==> config.mk <==
export PLATFORM = sky130hd
export DESIGN_NAME = plat_scheduler
export DESIGN_NICKNAME = d
export VERILOG_FILES = /design/src/rtl/plat_scheduler_pkg.sv /design/src/rtl/plat_scheduler_lfsr9.sv /design/src/rtl/plat_scheduler.sv
export SDC_FILE = /design/constraint.sdc
export NUM_CORES = 1
export LEC_CHECK = 0
export BUFFER_PORTS_ARGS = -buffer_cell sky130_fd_sc_hd__buf_2
export CAP_MARGIN = 20
export CORE_UTILIZATION = 50
export DETAILED_ROUTE_END_ITERATION = 8
export PLACE_DENSITY = 0.74
export SYNTH_ARGS = -nofsm -noshare
export SYNTH_HDL_FRONTEND = slang
export SYNTH_SLANG_ARGS = --single-unit
==> constraint.sdc <==
create_clock -name Clk -period 21.9 [get_ports Clk]
set_input_delay 4.38 -clock Clk [delete_from_list [all_inputs] [get_ports Clk]]
set_output_delay 4.38 -clock Clk [all_outputs]
set_load 0.01 [all_outputs]
==> src/rtl/plat_scheduler_pkg.sv <==
// plat_scheduler_pkg: shared constants, enums and initial platform layout
package plat_scheduler_pkg;
  localparam int NUM_PLAT = 16;
  localparam int SCREEN_H = 480;
  localparam logic [8:0] LFSR_SEED = 9'h1A5;
  typedef enum logic [1:0] {DIFF_EASY = 2'b00, DIFF_MEDIUM = 2'b01, DIFF_HARD = 2'b10} diff_e;
  typedef enum logic [1:0] {S_IDLE, S_SCAN, S_DONE} state_e;
  function automatic logic [8:0] init_x(input int i);
    return 9'(48 + 28 * i);
  endfunction
  function automatic logic [8:0] init_y(input int i);
    return 9'(450 - 30 * i);
  endfunction
endpackage

==> src/rtl/plat_scheduler_lfsr9.sv <==
// lfsr9: free-running 9-bit LFSR, x^9+x^5+1, reloadable with the seed
module lfsr9
  import plat_scheduler_pkg::*;
(
  input  logic       Clk,
  input  logic       Reset,
  input  logic       load,
  output logic [8:0] q
);
  // advance every cycle; load restarts the sequence from the seed
  always_ff @(posedge Clk or posedge Reset)
    if (Reset) q <= LFSR_SEED;
    else q <= load ? LFSR_SEED : {q[7:0], q[8] ^ q[4]};
endmodule

==> src/rtl/plat_scheduler.sv <==
// plat_scheduler: per-frame platform scroll/respawn scan, one slot per cycle
module plat_scheduler
  import plat_scheduler_pkg::*;
(
  input  logic         Clk,
  input  logic         Reset,
  input  logic         frame_clk,
  input  logic         game_reset,
  input  logic [7:0]   scroll_amt,
  input  logic [1:0]   difficulty,
  output logic [143:0] plat_x,
  output logic [143:0] plat_y,
  output logic [15:0]  plat_active,
  output logic         busy,
  output logic         frame_done,
  output logic [15:0]  respawn_cnt,
  output logic         overrun
);
  logic       r_meta, r_sync, r_sync_d;
  state_e     r_state;
  logic [3:0] r_idx;
  logic [7:0] r_scroll;
  logic       r_hard;
  logic [8:0] r_x [NUM_PLAT];
  logic [8:0] r_y [NUM_PLAT];
  logic [15:0] r_active;
  logic [8:0] w_lfsr;
  logic       w_edge;
  logic [9:0] w_ny;
  logic [8:0] w_wrap;
  logic       w_respawn;

  lfsr9 u_lfsr (.Clk(Clk), .Reset(Reset), .load(game_reset), .q(w_lfsr));

  assign w_edge      = r_sync & ~r_sync_d;
  assign w_ny        = {1'b0, r_y[r_idx]} + {2'b0, r_scroll};
  assign w_respawn   = w_ny >= 10'(SCREEN_H);
  assign w_wrap      = 9'(w_ny - 10'(SCREEN_H));
  assign plat_active = r_active;

  // two-flop synchroniser for frame_clk plus a delayed copy for edge detect
  always_ff @(posedge Clk or posedge Reset)
    if (Reset) {r_meta, r_sync, r_sync_d} <= '0;
    else {r_meta, r_sync, r_sync_d} <= {frame_clk, r_meta, r_sync};

  // flatten the slot tables onto the output buses
  always_comb
    for (int i = 0; i < NUM_PLAT; i++) begin
      plat_x[9*i +: 9] = r_x[i];
      plat_y[9*i +: 9] = r_y[i];
    end

  // frame FSM: wait for an edge, scan all slots, pulse done; game_reset re-initialises
  always_ff @(posedge Clk or posedge Reset)
    if (Reset) begin
      r_state     <= S_IDLE;
      r_idx       <= '0;
      r_scroll    <= '0;
      r_hard      <= 1'b0;
      busy        <= 1'b0;
      frame_done  <= 1'b0;
      overrun     <= 1'b0;
      respawn_cnt <= '0;
      r_active    <= '1;
      for (int i = 0; i < NUM_PLAT; i++) begin
        r_x[i] <= init_x(i);
        r_y[i] <= init_y(i);
      end
    end else if (game_reset) begin
      r_state     <= S_IDLE;
      r_idx       <= '0;
      r_scroll    <= '0;
      r_hard      <= 1'b0;
      busy        <= 1'b0;
      frame_done  <= 1'b0;
      overrun     <= 1'b0;
      respawn_cnt <= '0;
      r_active    <= '1;
      for (int i = 0; i < NUM_PLAT; i++) begin
        r_x[i] <= init_x(i);
        r_y[i] <= init_y(i);
      end
    end else begin
      frame_done <= 1'b0;
      unique case (r_state)
        S_IDLE:
          if (w_edge) begin
            r_scroll <= scroll_amt;
            r_hard   <= difficulty >= DIFF_HARD;
            r_idx    <= '0;
            busy     <= 1'b1;
            r_state  <= S_SCAN;
          end
        S_SCAN: begin
          overrun    <= overrun | w_edge;
          r_y[r_idx] <= w_respawn ? w_wrap : w_ny[8:0];
          if (w_respawn) begin
            r_x[r_idx]      <= w_lfsr;
            r_active[r_idx] <= r_hard ? ~w_lfsr[0] : 1'b1;
            respawn_cnt     <= (&respawn_cnt) ? respawn_cnt : respawn_cnt + 16'd1;
          end
          r_idx <= r_idx + 4'd1;
          if (r_idx == 4'(NUM_PLAT - 1)) begin
            r_state    <= S_DONE;
            busy       <= 1'b0;
            frame_done <= 1'b1;
          end
        end
        S_DONE: begin
          overrun <= overrun | w_edge;
          r_state <= S_IDLE;
        end
        default: r_state <= S_IDLE;
      endcase
    end
endmodule

# Yosys cells after proc, flatten, opt, wreduce, memory -nomap -nowiden

Index checks and enable logic that the tools add are counted.

Flip-flop bits (word level): 350
Input port bits: 14
Output and inout bits: 323
Logic and storage cells: 131

Add/subtract/negate cells: 4
Magnitude comparators: 6
Equality and inequality tests: 6
Muxes and demuxes: 47
Bitwise operators: 6
Reduce and logical (&&, ||, !) cells: 17

Operators by type and width:

| operator                                                                              | count |
|---|---|
| 144-bit two-way mux                                                                   | 5 |
| 144-bit bitwise mux                                                                   | 2 |
| 16-bit two-way mux                                                                    | 7 |
| 9-bit two-way mux                                                                     | 5 |
| 9-bit binary-select mux with 4-bit select                                             | 1 |
| 9-bit demux with 4-bit select                                                         | 1 |
| 8-bit two-way mux                                                                     | 3 |
| 16-bit by 1-bit adder with 16-bit output (second input constant)                      | 1 |
| 16-bit bitwise mux                                                                    | 1 |
| 16-bit AND reduction                                                                  | 1 |
| 1-bit two-way mux                                                                     | 13 |
| 9-bit by 8-bit adder with 10-bit output                                               | 1 |
| 10-bit by 9-bit greater-or-equal comparator with 1-bit output (second input constant) | 1 |
| 2-bit nonzero test                                                                    | 5 |
| 9-bit subtractor (second input constant)                                              | 1 |
| 4-bit two-way mux                                                                     | 2 |
| 4-bit case mux with 2 select lines                                                    | 1 |
| 2-bit AND reduction                                                                   | 4 |
| 2-bit two-way mux                                                                     | 3 |
| 3-bit != test (second input constant)                                                 | 2 |
| 3-bit AND reduction                                                                   | 2 |
| 5-bit greater-or-equal comparator (second input constant)                             | 1 |
| 4-bit by 5-bit < comparator with 1-bit output (second input constant)                 | 1 |
| 5-bit by 1-bit < comparator with 1-bit output (second input constant)                 | 1 |
| other kinds (19)                                                                      | 21 |

# Longest topological paths before layout

Gate-level depths: netlist (run 1).

Depth after elaboration: 10
Mapped depth: 17
Gate-level depth less buffers: 13

# Hierarchy

A second synthesis (run 1) with hierarchy kept.

Cells, all modules: 1466
Area total of the unflattened synthesis: 16321.9 sq um

Modules (own cells, without submodules):

| module         | times used | cells each | area an instance (sq um) | sequential area each (sq um) |
|---|---|---|---|---|
| plat_scheduler | 1          | 1446       | 16021.6                  | 8698.3 |
| lfsr9          | 1          | 20         | 300.3                    | 231.5 |

# Worst setup path after synthesis (run 1)

No wires, ideal clock.

Kind: input -> register
From: input game_reset
To: register respawn_cnt[11]
Setup time: 0.125 ns
Arrival: 5.880 ns
Required time: 21.775 ns
Setup slack: 15.895 ns
Cell stages on the path: 7
Path buffers: 0
Cells stage by stage: nand2b_1 > nor3_1 > a41oi_1 > o311ai_0 > a21oi_1 > nand3_1 > mux2_2

Word-level cells in the longest chain between the ends: 2
Elaborated cells on any way between the ends: 5
Classes of those cells: 1 x eq/ne; 1 x mux; 3 x reduce/logical

RTL lines:

| element                                                              | RTL line              | source |
|---|---|---|
| from (decl)                                                          | plat_scheduler.sv:8   | `input logic game_reset,` |
| 2-bit != test (no line) / 2-bit nonzero test (equally long branches) | -                     |  |
| 3-bit AND reduction (no line)                                        | -                     |  |
| to (signal assigned)                                                 | plat_scheduler.sv:100 | `respawn_cnt <= (&respawn_cnt) ? respawn_cnt : respawn_cnt + 16'd1;` |
| to (decl)                                                            | plat_scheduler.sv:16  | `output logic [15:0] respawn_cnt,` |

Several ways; a longest one is shown, not always the timed one.
A chain may end at the register's enable or synchronous reset.

# Worst setup path in the final report (run 1)

From: input game_reset
To: register r_active[1] (netlist: plat_active[1])

Word-level cells in the longest chain between the ends: 2
Elaborated cells on any way between the ends: 4
Classes of those cells: 1 x mux; 3 x reduce/logical

RTL lines:

| element                         | RTL line             | source |
|---|---|---|
| 2-bit nonzero test (no line)    | -                    |  |
| 2-bit AND reduction (no line)   | -                    |  |
| to (signal, indexed assignment) | plat_scheduler.sv:99 | `r_active[r_idx] <= r_hard ? ~w_lfsr[0] : 1'b1;` |
| to (decl)                       | plat_scheduler.sv:26 | `logic [15:0] r_active;` |

Several ways; a longest one is shown, not always the timed one.

==> impl_results.md, run 1 <==
* Initial Utilization at between 50% and 60%
* Clock latency on the worst-skew pair at 0.53 ns
* Gr usage total at 32.0%
* # diodes at 0
* Routed WL at ~54 mm
* Delay-heaviest family, CP: buffers and inverters
* Gate Count Post-Synth at 1,579
* Initial antenna violation count at 0
* Setup ws final at roughly 15 ns
* Die Y-Extent at ~180 um
* H-tree levels at 2
* First DRT Iteration DRCs at 1,565
* Vias in the first global route at between 10k and 15k
* Peak Freq at 139 MHz
* Avg Inst Size Synth at 10.4 sq um
* CP arrival at between 7 and 8 ns
* Tcrit/Tclk final at around 33%
* Slew @ Worst Pin at around 1.2 ns
* Die width at 183 um
* CTS buffer count at 37
* Drt first pass iters at 8
* Register bit total from synthesis at 350
* Area of the core at 31,900 sq um
* Layout cell share with drive strength beyond 1 at 33.9%
* Fin crit period at 7.19 ns
* Hold Buf Count CTS at 0
* Die ar. at approximately 34,000 sq um
* Worst VDD drop at approximately 110 uV
* Switch Pwr at 0.587 mW
* Hold Vio Cnt, Final at 0
* Hold Path End: r_sync
* IO buf count at 335
* Critical path's most frequent cell: buf_4
* Fin. max-slew vios at 0
* Critical path cell sequence: buf_8, buf_4, buf_4, nand2b_1, inv_1, and2_1, mux2i_1
* Root Buffer: clkbuf_16
* Asr flop ratio synth at 100%
* Setup Skew at 0.0229 ns
* Mapped Area at 16,400 sq um
* Clock sink count at 350
* Rows at 65
* Gpl congestion at 0.891
* Postcts setup bufs at 0
* DRC errors left at 0
* Setup CP Type: primary input to flop
* Bufs and invs on worst path at 4
* WL/cell at 23.4 um
* Final setup violation count at 0
* Commonest non-fill, non-tap cells in the layout: buf_2 (334), nor2_1 (239), dfrtp_1 (211)
* Pwr Density at roughly 90 nW/um^2
* Synth area leader: dfrtp_1
* CP max stage cell: buf_4
* Worst setup EP type: flop
* Post-synth EDFFs at 0
* DP HPWL at about 36 mm
* Pin count of the biggest net entering global routing at around 130
* Syn_nets at between 1.5k and 2k
* Clk buf depth at 3
* Remaining antenna violation count at 0
* Setup crit start kind: primary input
* Min-delay worst type: flop to flop
* Worst Path Max Fanout at 99
* Setup WS pre-CTS at around 14 ns
* First-pass GRT wire length at 81.3 mm
* Register area share after synthesis at 54.4%
* Clock input transition at the sequential cells of the worst setup and hold paths at 0.06 ns
* CP max stage delay at 0.89 ns
* Fill cell count at ~2.7k
* FF-to-FF path depth at 14
* Max-Cap Viols at 0
* Via density at 6.09
* Lkg Pwr at 8.84 nW
* Setup TNS at 0 ns
* Unrepaired setup endpoints after global routing: false
* Sequential share of power at 39.6%
* Final nets at ~1.9k
* Yosys top cell area share at 32.5%
* GRT overflow at 0
* HP Start: r_meta
* Most common cell after layout, fill and taps aside: buf_2
* Dominant synthesized flop cell: dfrtp_1
* Synth cell types at 66
* CTS tree: built
* Hold path depth at 0
* Boundary pin count at ~340
* Top cells by area, synth: dfrtp_1 (32%), dfstp_2 (22%), mux4_2 (5.9%)
* Max transition margin at between 20 and 25%
* Vias at 14.1k
* Ys Warns at 0
* Combinational power share at 24.0%
* Outcome: finished, final reports clean
* Reg2reg end: plat_x[140]
* Clock power frac at 36.4%
* Setup slack, reg-to-reg at 16.06 ns
* Post-CTS Resized at 0
* Pint at 1.14 mW
* Worst R2R Start: r_idx[0]
* Area grow syn2layout at 19.3%
* CP Data Required Time at 22.33 ns
* Sw Share at between 30% and 40%
==> worst reg2reg max path: stages (launching register included) <==
cell and delay (ns):
dfrtp_2 0.53, buf_4 0.63, mux4_2 0.66, mux4_2 0.51, ha_1 0.24, inv_1 0.08, fa_1 0.21, nor2b_1 0.07
o2111a_1 0.29, o31ai_1 0.47, and4_1 0.36, a21o_4 0.19, buf_4 0.71, nand3_2 0.53, mux2i_1 0.29
==> state kept, by name (all words and copies together), names as in the netlist <==
| signal | count |
|---|---|
| plat_x | 144 |
| overrun | 1 |
| r_state | 2 |
| plat_y | 144 |
| r_sync | 1 |
| r_meta | 1 |
| r_sync_d | 1 |
| r_idx | 4 |
| u_lfsr.q | 9 |
| busy | 1 |
| r_scroll | 8 |
| respawn_cnt | 16 |
| r_hard | 1 |
| plat_active | 16 |
| frame_done | 1 |
==> synth_stat cells, types with 6 or more instances <==
cell and instances:
nor2_1 239, nor2b_1 20, dfrtp_1 213, nand2_1 93
a211oi_1 37, nand3_1 99, a211o_1 28, o21ai_0 97
nand2_2 7, or3_1 8, nor3_1 17, mux4_2 43
buf_2 8, inv_1 23, nand2b_1 18, a21oi_1 173
o2bb2ai_1 9, nand4_1 8, xnor2_1 6, dfstp_2 137
buf_1 25, ha_1 17, clkbuf_1 88, o21ai_1 16
mux2i_1 77
==> stage by stage <==
stage               instance area [sq um]  power (mW)  hold slack, ns  util (%)  std cells
floorplan                           16400       0.991           0.331         -       1579
global placement                    18300        1.09           0.338      57.5       2247
detailed placement                  18300        1.10           0.337      57.6       2248
CTS                                 19600        1.72           0.367      61.4       2314
global route                        19600        1.79           0.377      61.4       2315
finish                              19600        1.73           0.362      61.4       2315
==> cells by family after synthesis <==
| family | Yosys count | synth area share, % |
|---|---|---|
| flops | 350 | 54.4 |
| compound gates | 392 | 14.1 |
| simple gates | 529 | 14.4 |
| buf+inv | 153 | 3.84 |
| xor+xnor | 10 | 0.534 |
| mux | 127 | 11.2 |
| fa+ha+maj | 18 | 1.42 |
==> per-layer routing <==
metal  up-vias  global-route usage, %  routed length [um]
met5         -                      0                   0
met3       142                   7.03                5250
li1       6118                      -                   -
met2       739                   49.8               25400
met1      7093                   43.1               20900
met4         0                   14.8                2510
==> power groups by stage <==
stage | registers (mW) | clock network (mW) | logic, mW
after floorplan | 0.692 | 0 | 0.299
after global placement | 0.694 | 0 | 0.393
after detailed placement | 0.695 | 0 | 0.402
after CTS | 0.685 | 0.633 | 0.405
after global routing | 0.686 | 0.659 | 0.444
final | 0.685 | 0.629 | 0.416
==> cell type report <==
type                            instances  area (sq um)  area share (%)
Sequential cell                       350          8930            45.6
Multi-Input combinational cell       1076          6870            35.1
Clock buffer                           56          1130            5.77
Clock inverter                         10          88.8           0.454
Tap cell                              435           544            2.78
Inverter                               23          93.8           0.479
Timing Repair Buffer                  365          1920            9.81
==> how the worst max path moves through the flow <==
stage / from / slack, ns / depth (start not counted) / endpoint
after floorplan: Reset / 8.04 / 1 / busy
after global placement: game_reset / 14.31 / 7 / plat_active[14]
after detailed placement: game_reset / 14.27 / 7 / plat_active[1]
after CTS: game_reset / 14.80 / 7 / plat_active[1]
after global routing: game_reset / 14.56 / 7 / plat_active[10]
final: game_reset / 14.71 / 7 / plat_active[1]
Note: power is estimated with default switching activity, not from simulation.
==> run 2, diff against run 1 <==
--- a/config.mk
+++ b/config.mk
@@ -5,11 +5,12 @@
 export SDC_FILE = /design/constraint.sdc
 export NUM_CORES = 1
 export LEC_CHECK = 0
+export ABC_AREA = 1
 export BUFFER_PORTS_ARGS = -buffer_cell sky130_fd_sc_hd__buf_2
 export CAP_MARGIN = 20
 export CORE_UTILIZATION = 50
 export DETAILED_ROUTE_END_ITERATION = 8
-export PLACE_DENSITY = 0.74
+export PLACE_DENSITY = 0.77
 export SYNTH_ARGS = -nofsm -noshare
 export SYNTH_HDL_FRONTEND = slang
 export SYNTH_SLANG_ARGS = --single-unit
==> constraint.sdc (replaced) <==
create_clock -name Clk -period 5.9 [get_ports Clk]
set_input_delay 1.18 -clock Clk [delete_from_list [all_inputs] [get_ports Clk]]
set_output_delay 1.18 -clock Clk [all_outputs]
set_load 0.01 [all_outputs]
==> run 2 against run 1 <==
Against the previous run: die area increased by 0.21%; sequential power increased to 4.7 times the previous value; area after synthesis increased by 0.21%; combinational power increased to 9.0 times the previous value; wire length increased by 3.4%; worst hold slack got worse by 0.012 ns; utilization decreased by 0.60 points; first-iteration DRC count increased by 21%; worst setup slack got worse by 14 ns; critical path depth increased by 16; sequential share of layout area decreased by 0.37 points; non-clock buffer count decreased by 15; critical endpoint is now respawn_cnt[10]; largest cell class unchanged; largest power group is now combinational logic.
==> impl_results.md, run 2 <==
* Clock input transition at the sequential cells of the worst setup and hold paths at 0.06 ns (about the same)
* Post-CTS Resized at 0 (unchanged)
* Vias in the first global route at 14.9k (+12%)
* Clock latency on the worst-skew pair at 0.53 ns (about the same)
* Setup TNS at 0 ns (unchanged)
* Yosys top cell area share at 32.4% (-0.069 points)
* CTS buffer count at 38 (+2.7%)
* CP arrival at 5.53 ns (-2.09 ns)
* Area grow syn2layout at 20.0%
* Fin. max-slew vios at 0 (unchanged)
* Area of the core at 32,500 sq um (+1.8%)
* Vias at 15.7k (+12%)
* Worst setup EP type: flop
* Rows at 66 (+1.5%)
* Peak Freq at 197 MHz
* FF-to-FF path depth at 23 (+9)
* Avg Inst Size Synth at 8.46 sq um (-19%)
* Hold path depth at 0 (unchanged)
* Min-delay worst type: flop to flop
* Setup WS pre-CTS at 1.01 ns (-13.26 ns)
* Clock sink count at 350 (unchanged)
* Die width at 183 um (+0.10%)
* CP max stage delay at 1.02 ns (+0.13 ns)
* Final hold slack at 0.350 ns (-0.0123 ns)
* Final nets at 2,285 (+21%)
* Hold Buf Count CTS at 0 (unchanged)
* Hold Vio Cnt, Final at 0 (unchanged)
* Max-Cap Viols at 0 (unchanged)
* Pin count of the biggest net entering global routing at 149 (+11%)
* CP Data Required Time at 6.35 ns (-15.98 ns)
* IO buf count at 335 (unchanged)
* Initial antenna violation count at 2 (+2)
* Remaining antenna violation count at 0 (unchanged)
* Commonest non-fill, non-tap cells in the layout: nand2_1 (643), buf_2 (335), dfrtp_1 (212)
* Initial Utilization at 50.7% (-0.80 points)
* Fin crit period at between 5 and 6 ns
* Gate Count Post-Synth at 1,944 (+23%)
* Gr usage total at 33.2% (+1.1 points)
* Top cells by area, synth: dfrtp_1 (32%), dfstp_2 (22%), nand2_1 (15%)
* Slew @ Worst Pin at 1.22 ns (+0.0504 ns)
* First-pass GRT wire length at 85.5 mm (+5.2%)
* CTS tree: built
* Post-synth EDFFs at 0 (unchanged)
* First DRT Iteration DRCs at 1,886 (+21%)
* Dominant synthesized flop cell: dfrtp_1
* Clk buf depth at 3 (unchanged)
* Setup crit start kind: flop
* Synth area leader: dfrtp_1
* DRC errors left at 0 (unchanged)
* Layout cell share with drive strength beyond 1 at 26.3% (-7.7 points)
* Critical path's most frequent cell: nand2_1
* Most common cell after layout, fill and taps aside: nand2_1
* # diodes at 0 (unchanged)
* Asr flop ratio synth at 100% (unchanged)
* CP max stage cell: dfrtp_1
* Syn_nets at 1,976 (+23%)
* Drt first pass iters at 6 (-2)
* Setup ws final at 0.820 ns (-13.89 ns)
* Worst Path Max Fanout at 30 (-70%)
* Placed cells at 2,655 (+18%)
* Fill cell count at 2,828 (+5.2%)
* Postcts setup bufs at 0 (unchanged)
* Setup Skew at 0.0230 ns (+0.000101 ns)
* H-tree levels at 2 (unchanged)
* Tcrit/Tclk final at 86.1%
* Outcome: finished, final reports clean
* Root Buffer: clkbuf_16
* Register area share after synthesis at 54.3% (-0.12 points)
* Setup slack, reg-to-reg at 0.82 ns (-15.24 ns)
* Pwr Density at 475 nW/um^2 (+440%)
* WL/cell at 20.5 um (-12%)
* Synth cell types at 39 (-41%)
* Die ar. at 33,600 sq um (+0.21%)
* Finished Layout Cells at 2,725 (+18%)
* Via density at 5.78 (-5.1%)
* Critical path cell sequence: buf_4, o21ai_0, o21ai_0, nand2_1, nand4_1, ha_1, inv_1, fa_1, inv_1, nand2_1, nand2_1, nand3_1, nand2_1, nand2_1, nand2_1, nand2_1, nor2_1, nand3_4, nand3_4, nand2_2, inv_2, nand2_1, nand2_1
* Setup CP Type: flop to flop
* Unrepaired setup endpoints after global routing: false
* Die Y-Extent at 183 um (+0.10%)
* Boundary pin count at 337 (unchanged)
* Register bit total from synthesis at 350 (unchanged)
* Max transition margin at 18.6% (-3.4 points)
* Routed WL at 55.9 mm (+3.4%)
* Mapped Area at 16,400 sq um (+0.21%)
* Pwr Total at 9.37 mW (+440%)
* DP HPWL at 39.4 mm (+8.5%)
* GRT overflow at 0 (unchanged)
* Worst VDD drop at 403 uV (+250%)
* Ys Warns at 0 (unchanged)
* Gpl congestion at 0.989 (+11%)
* Count leader, synth: nand2_1
* Final setup violation count at 0 (unchanged)
* Lkg Pwr at 10.2 nW (+16%)
* Synth top cells by count: nand2_1 (643), dfrtp_1 (213), inv_1 (154), o21ai_0 (141), nand4_1 (140)
run 2: changes by cell type in the layout (fill, tap and decap cells not counted), moves of 43 or more:
cell | before | now
inv_1 | 22 | 153
nand4_1 | 8 | 140
nor2_1 | 239 | 125
a21oi_1 | 173 | 50
mux4_2 | 43 | 0
o21ai_0 | 97 | 141
nand2_1 | 93 | 643
mux2i_1 | 77 | 0
o22ai_1 | 1 | 49
run 2: path summary, 6_finish.rpt:
| kind | end | start |
|---|---|---|
| max | respawn_cnt[10] | r_idx[1] |
| min | r_sync | r_meta |
| max reg2reg | respawn_cnt[10] | r_idx[1] |
| min reg2reg | r_sync | r_meta |
| max in group asynchronous | r_scroll[7] | Reset |
| min in group asynchronous | plat_y[95] | Reset |
run 2: where the power goes:
group	internal, mW	switching, mW	leakage, nW
combinational	0.927	2.80	5.21
clock	1.44	0.961	0.621
sequential	2.97	0.276	4.39
run 2: layout make-up:
type                    instances  area [sq um]  area share [%]
inverters                     178           674            3.42
multi-input cells            1335          6480            32.8
flip-flops and latches        350          8930            45.3
clock buffers                  61          1160            5.88
well taps                     442           553            2.80
repair buffers                350          1840            9.32
clock inverters                 9          95.1           0.482
run 2: routing by layer:
metal	routed length, um	up-vias	share of wire, %	global-route usage (%)
li1	-	7043	-	-
met1	21700	7611	39	44.2
met2	25700	909	46	51.4
met3	5550	175	9.9	6.55
met4	2950	4	5.3	17.4
met5	26	-	0.046	0
run 2: cells by family after synthesis:
logic type / synth area share [%]
XOR/XNOR: 0.746
AND/OR/NAND/NOR: 28.4
flip-flops: 54.3
AO/OA/AOI/OAI: 8.72
adder cells (fa/ha/maj): 1.42
buffers and inverters: 6.35
run 2: per-stage QoR:
stage	utilization (%)	instance area [sq um]
6_report	60.8	19700
5_1_grt	60.8	19700
4_1_cts	60.8	19700
3_5_place_dp	56.9	18500
3_3_place_gp	56.9	18500
2_1_floorplan	-	16400
run 2: worst max-delay path: cells and delay by family, from the launching register on:
| family | cells | cell delay (ns) |
|---|---|---|
| buffers and inverters | 4 | 0.78 |
| flip-flops | 1 | 1.02 |
| AND/OR/NAND/NOR | 15 | 2.21 |
| adder cells (fa/ha/maj) | 2 | 0.65 |
| AO/OA/AOI/OAI | 2 | 0.30 |
==> run 3, diff against run 2 <==
--- a/config.mk
+++ b/config.mk
@@ -8,6 +8,7 @@
 export ABC_AREA = 1
 export BUFFER_PORTS_ARGS = -buffer_cell sky130_fd_sc_hd__buf_2
 export CAP_MARGIN = 20
+export CORE_ASPECT_RATIO = 0.8
 export CORE_UTILIZATION = 50
 export DETAILED_ROUTE_END_ITERATION = 8
 export PLACE_DENSITY = 0.77
==> constraint.sdc (replaced) <==
create_clock -name Clk -period 5.9 [get_ports Clk]
set_input_delay 0.885 -clock Clk [delete_from_list [all_inputs] [get_ports Clk]]
set_output_delay 0.885 -clock Clk [all_outputs]
set_load 0.01 [all_outputs]
==> run 3 against run 2 <==
Against the previous run: clock power is 5% higher; count of clock-buffer cells in the layout is 8 lower; fmax is 4.6% higher; highest routed layer is now met4; design area is 0.63% higher; clock skew is 0.0044 ns higher; worst hold slack worse by 0.00085 ns; critical path depth is 1 lower; non-clock buffer count is 10 higher; register-to-register slack better by 0.23 ns; first-iteration DRC count is 4.6% lower; utilization is 1.5 points higher; sequential power hardly changed.
==> impl_results.md, run 3 (synthesized netlist as in run 2, its figures left out) <==
* Area of the core at 31,900 sq um (-1.8%)
* Setup TNS at 0 ns (unchanged)
* Placed cell area at 18,500 sq um (+0.32%)
* Die ar. at 33,600 sq um (about the same)
* Die Y-Extent at 164 um (-10%)
* Pint at 5.49 mW (+3.0%)
* Commonest non-fill, non-tap cells in the layout: nand2_1 (643), buf_2 (335), dfrtp_1 (212)
* Peak Freq at 206 MHz (+4.6%)
* Fin. max-slew vios at 0 (unchanged)
* DRC errors left at 0 (unchanged)
* First-pass GRT wire length at 84.6 mm (-1.0%)
* Setup crit start kind: flop
* Root Buffer: clkbuf_16
* # diodes at 0 (unchanged)
* Most common cell after layout, fill and taps aside: nand2_1
* H-tree levels at 2 (unchanged)
* Unrepaired setup endpoints after global routing: false
* Setup WS pre-CTS at 1.25 ns (+0.242 ns)
* Utilization after layout at 62.3% (+1.5 points)
* Via density at 5.76 (-0.36%)
* Pwr Density at 481 nW/um^2 (+1.3%)
* Initial antenna violation count at 0 (-2)
* Hold Vio Cnt, Final at 0 (unchanged)
* WL/cell at 20.5 um (about the same)
* Layout cell share with drive strength beyond 1 at 26.8% (+0.50 points)
* Max-Cap Viols at 0 (unchanged)
* CP Data Required Time at 6.32 ns (-0.03 ns)
* Clk buf depth at 3 (unchanged)
* Hold Buf Count CTS at 0 (unchanged)
* Fill cell count at 2,758 (-2.5%)
* First DRT Iteration DRCs at 1,799 (-4.6%)
* Fin crit period at 4.85 ns (-0.225 ns)
* Slew @ Worst Pin at 1.07 ns (-0.148 ns)
* Setup Skew at 0.0273 ns (+0.00439 ns)
* Switch Pwr at 4.06 mW (+0.64%)
* Sw Share at 42.5% (-0.56 points)
* Gpl congestion at 0.938 (-5.2%)
* Outcome: finished, final reports clean
* CP arrival at 5.27 ns (-0.26 ns)
* Sequential share of power at 33.8% (-0.8 points)
* Design area at 19,900 sq um (+0.63%)
* Area grow syn2layout at 20.8%
* CP max stage delay at 1.00 ns (-0.02 ns)
* Worst Path Max Fanout at 30 (unchanged)
* Critical path's most frequent cell: nand2_1
* GRT overflow at 0 (unchanged)
* Clock power frac at 26.4% (+0.8 points)
* Boundary pin count at 337 (unchanged)
* Worst setup EP type: flop
* Routed WL at 55.7 mm (-0.34%)
* CP max stage cell: dfrtp_1
* Worst VDD drop at 471 uV (+17%)
* Clock input transition at the sequential cells of the worst setup and hold paths at 0.06 ns (about the same)
* Postcts setup bufs at 0 (unchanged)
* Critical path cell sequence: o21ai_0, o21ai_0, nand2_1, nand4_1, ha_1, inv_1, fa_1, inv_1, nand2_1, nand2_1, nand3_1, nand2_1, nand2_1, nand2_1, nand2_1, nor2_1, nand3_4, nand3_4, buf_4, nand3_4, nand2_1, nand2_1
* Clock latency on the worst-skew pair at 0.54 ns (about the same)
* IO buf count at 335 (unchanged)
* CTS buffer count at 38 (unchanged)
* Final nets at 2,295 (+0.44%)
* Initial Utilization at 51.6% (+0.95 points)
* Max transition margin at 28.8% (+10 points)
* Pin count of the biggest net entering global routing at 172 (+15%)
* Vias at 15.6k (-0.80%)
* DP HPWL at 40.4 mm (+2.5%)
* Rows at 58 (-12%)
* Post-CTS Resized at 0 (unchanged)
* Clock sink count at 350 (unchanged)
* Setup ws final at 1.05 ns (+0.225 ns)
* Combinational power share at 39.8% (about the same)
* Min-delay worst type: flop to flop
* Remaining antenna violation count at 0 (unchanged)
* Vias in the first global route at 14.6k (-1.8%)
* Final hold slack at 0.349 ns (-0.000848 ns)
* Drt first pass iters at 6 (unchanged)
* Tcrit/Tclk final at 82.3% (-3.8 points)
* Lkg Pwr at 10.3 nW (+0.69%)
* Gr usage total at 32.9% (-0.29 points)
* CTS tree: built
* Setup CP Type: flop to flop
* Final setup violation count at 0 (unchanged)
* Die width at 205 um (+12%)
==> run 3: power groups by stage <==
| stage | Combinational, mW | Sequential [mW] | Clock (mW) |
|---|---|---|---|
| after floorplan | 2.19 | 3.38 | 0 |
| after global placement | 3.63 | 3.24 | 0 |
| after detailed placement | 3.69 | 3.26 | 0 |
| after CTS | 3.70 | 3.22 | 2.54 |
| after global routing | 4.10 | 3.27 | 2.63 |
| final | 3.80 | 3.23 | 2.53 |
==> run 3: per-layer routing <==
| layer | wire length [um] | vias up | global-route usage (%) |
|---|---|---|---|
| met5 | 0 | - | 0 |
| met1 | 23500 | 7569 | 47.4 |
| met4 | 1610 | 0 | 11.9 |
| met3 | 5750 | 112 | 7.12 |
| met2 | 24900 | 870 | 48.7 |
| li1 | - | 7065 | - |
==> run 3: final timing paths <==
path                                from          end  slack (ns)  cells after the start
worst max-delay path            r_idx[1]   plat_x[22]        1.05                     22
worst min-delay path              r_meta       r_sync        0.35                      0
worst max register to register  r_idx[1]   plat_x[22]        1.05                     22
worst min register to register    r_meta       r_sync        0.35                      0
max in group asynchronous          Reset   plat_x[33]        4.49                      3
min in group asynchronous          Reset  plat_y[107]        0.55                      3
==> run 3: final cells by class <==
type	instances	area, sq um	area share [%]
multi-input combinational	1335	6480	32.6
tap	420	526	2.65
sequential	350	8930	45.0
clock buffer	53	1090	5.50
timing repair buffer	360	1930	9.71
inverter	178	674	3.40
clock inverter	17	229	1.15
==> run 3: metrics by stage <==
step,power (mW),cells
4_1_cts,9.47,2713
2_1_floorplan,5.57,1944
3_3_place_gp,6.87,2643
3_5_place_dp,6.94,2643
6_report,9.56,2713
5_1_grt,10.0,2713
==> run 3: critical path, delay by kind of cell, from the launching register on <==
family,cells,cell delay [ns]
simple gates,15,1.96
compound gates,2,0.69
buf+inv,3,0.44
flops,1,1.00
fa+ha+maj,2,0.60
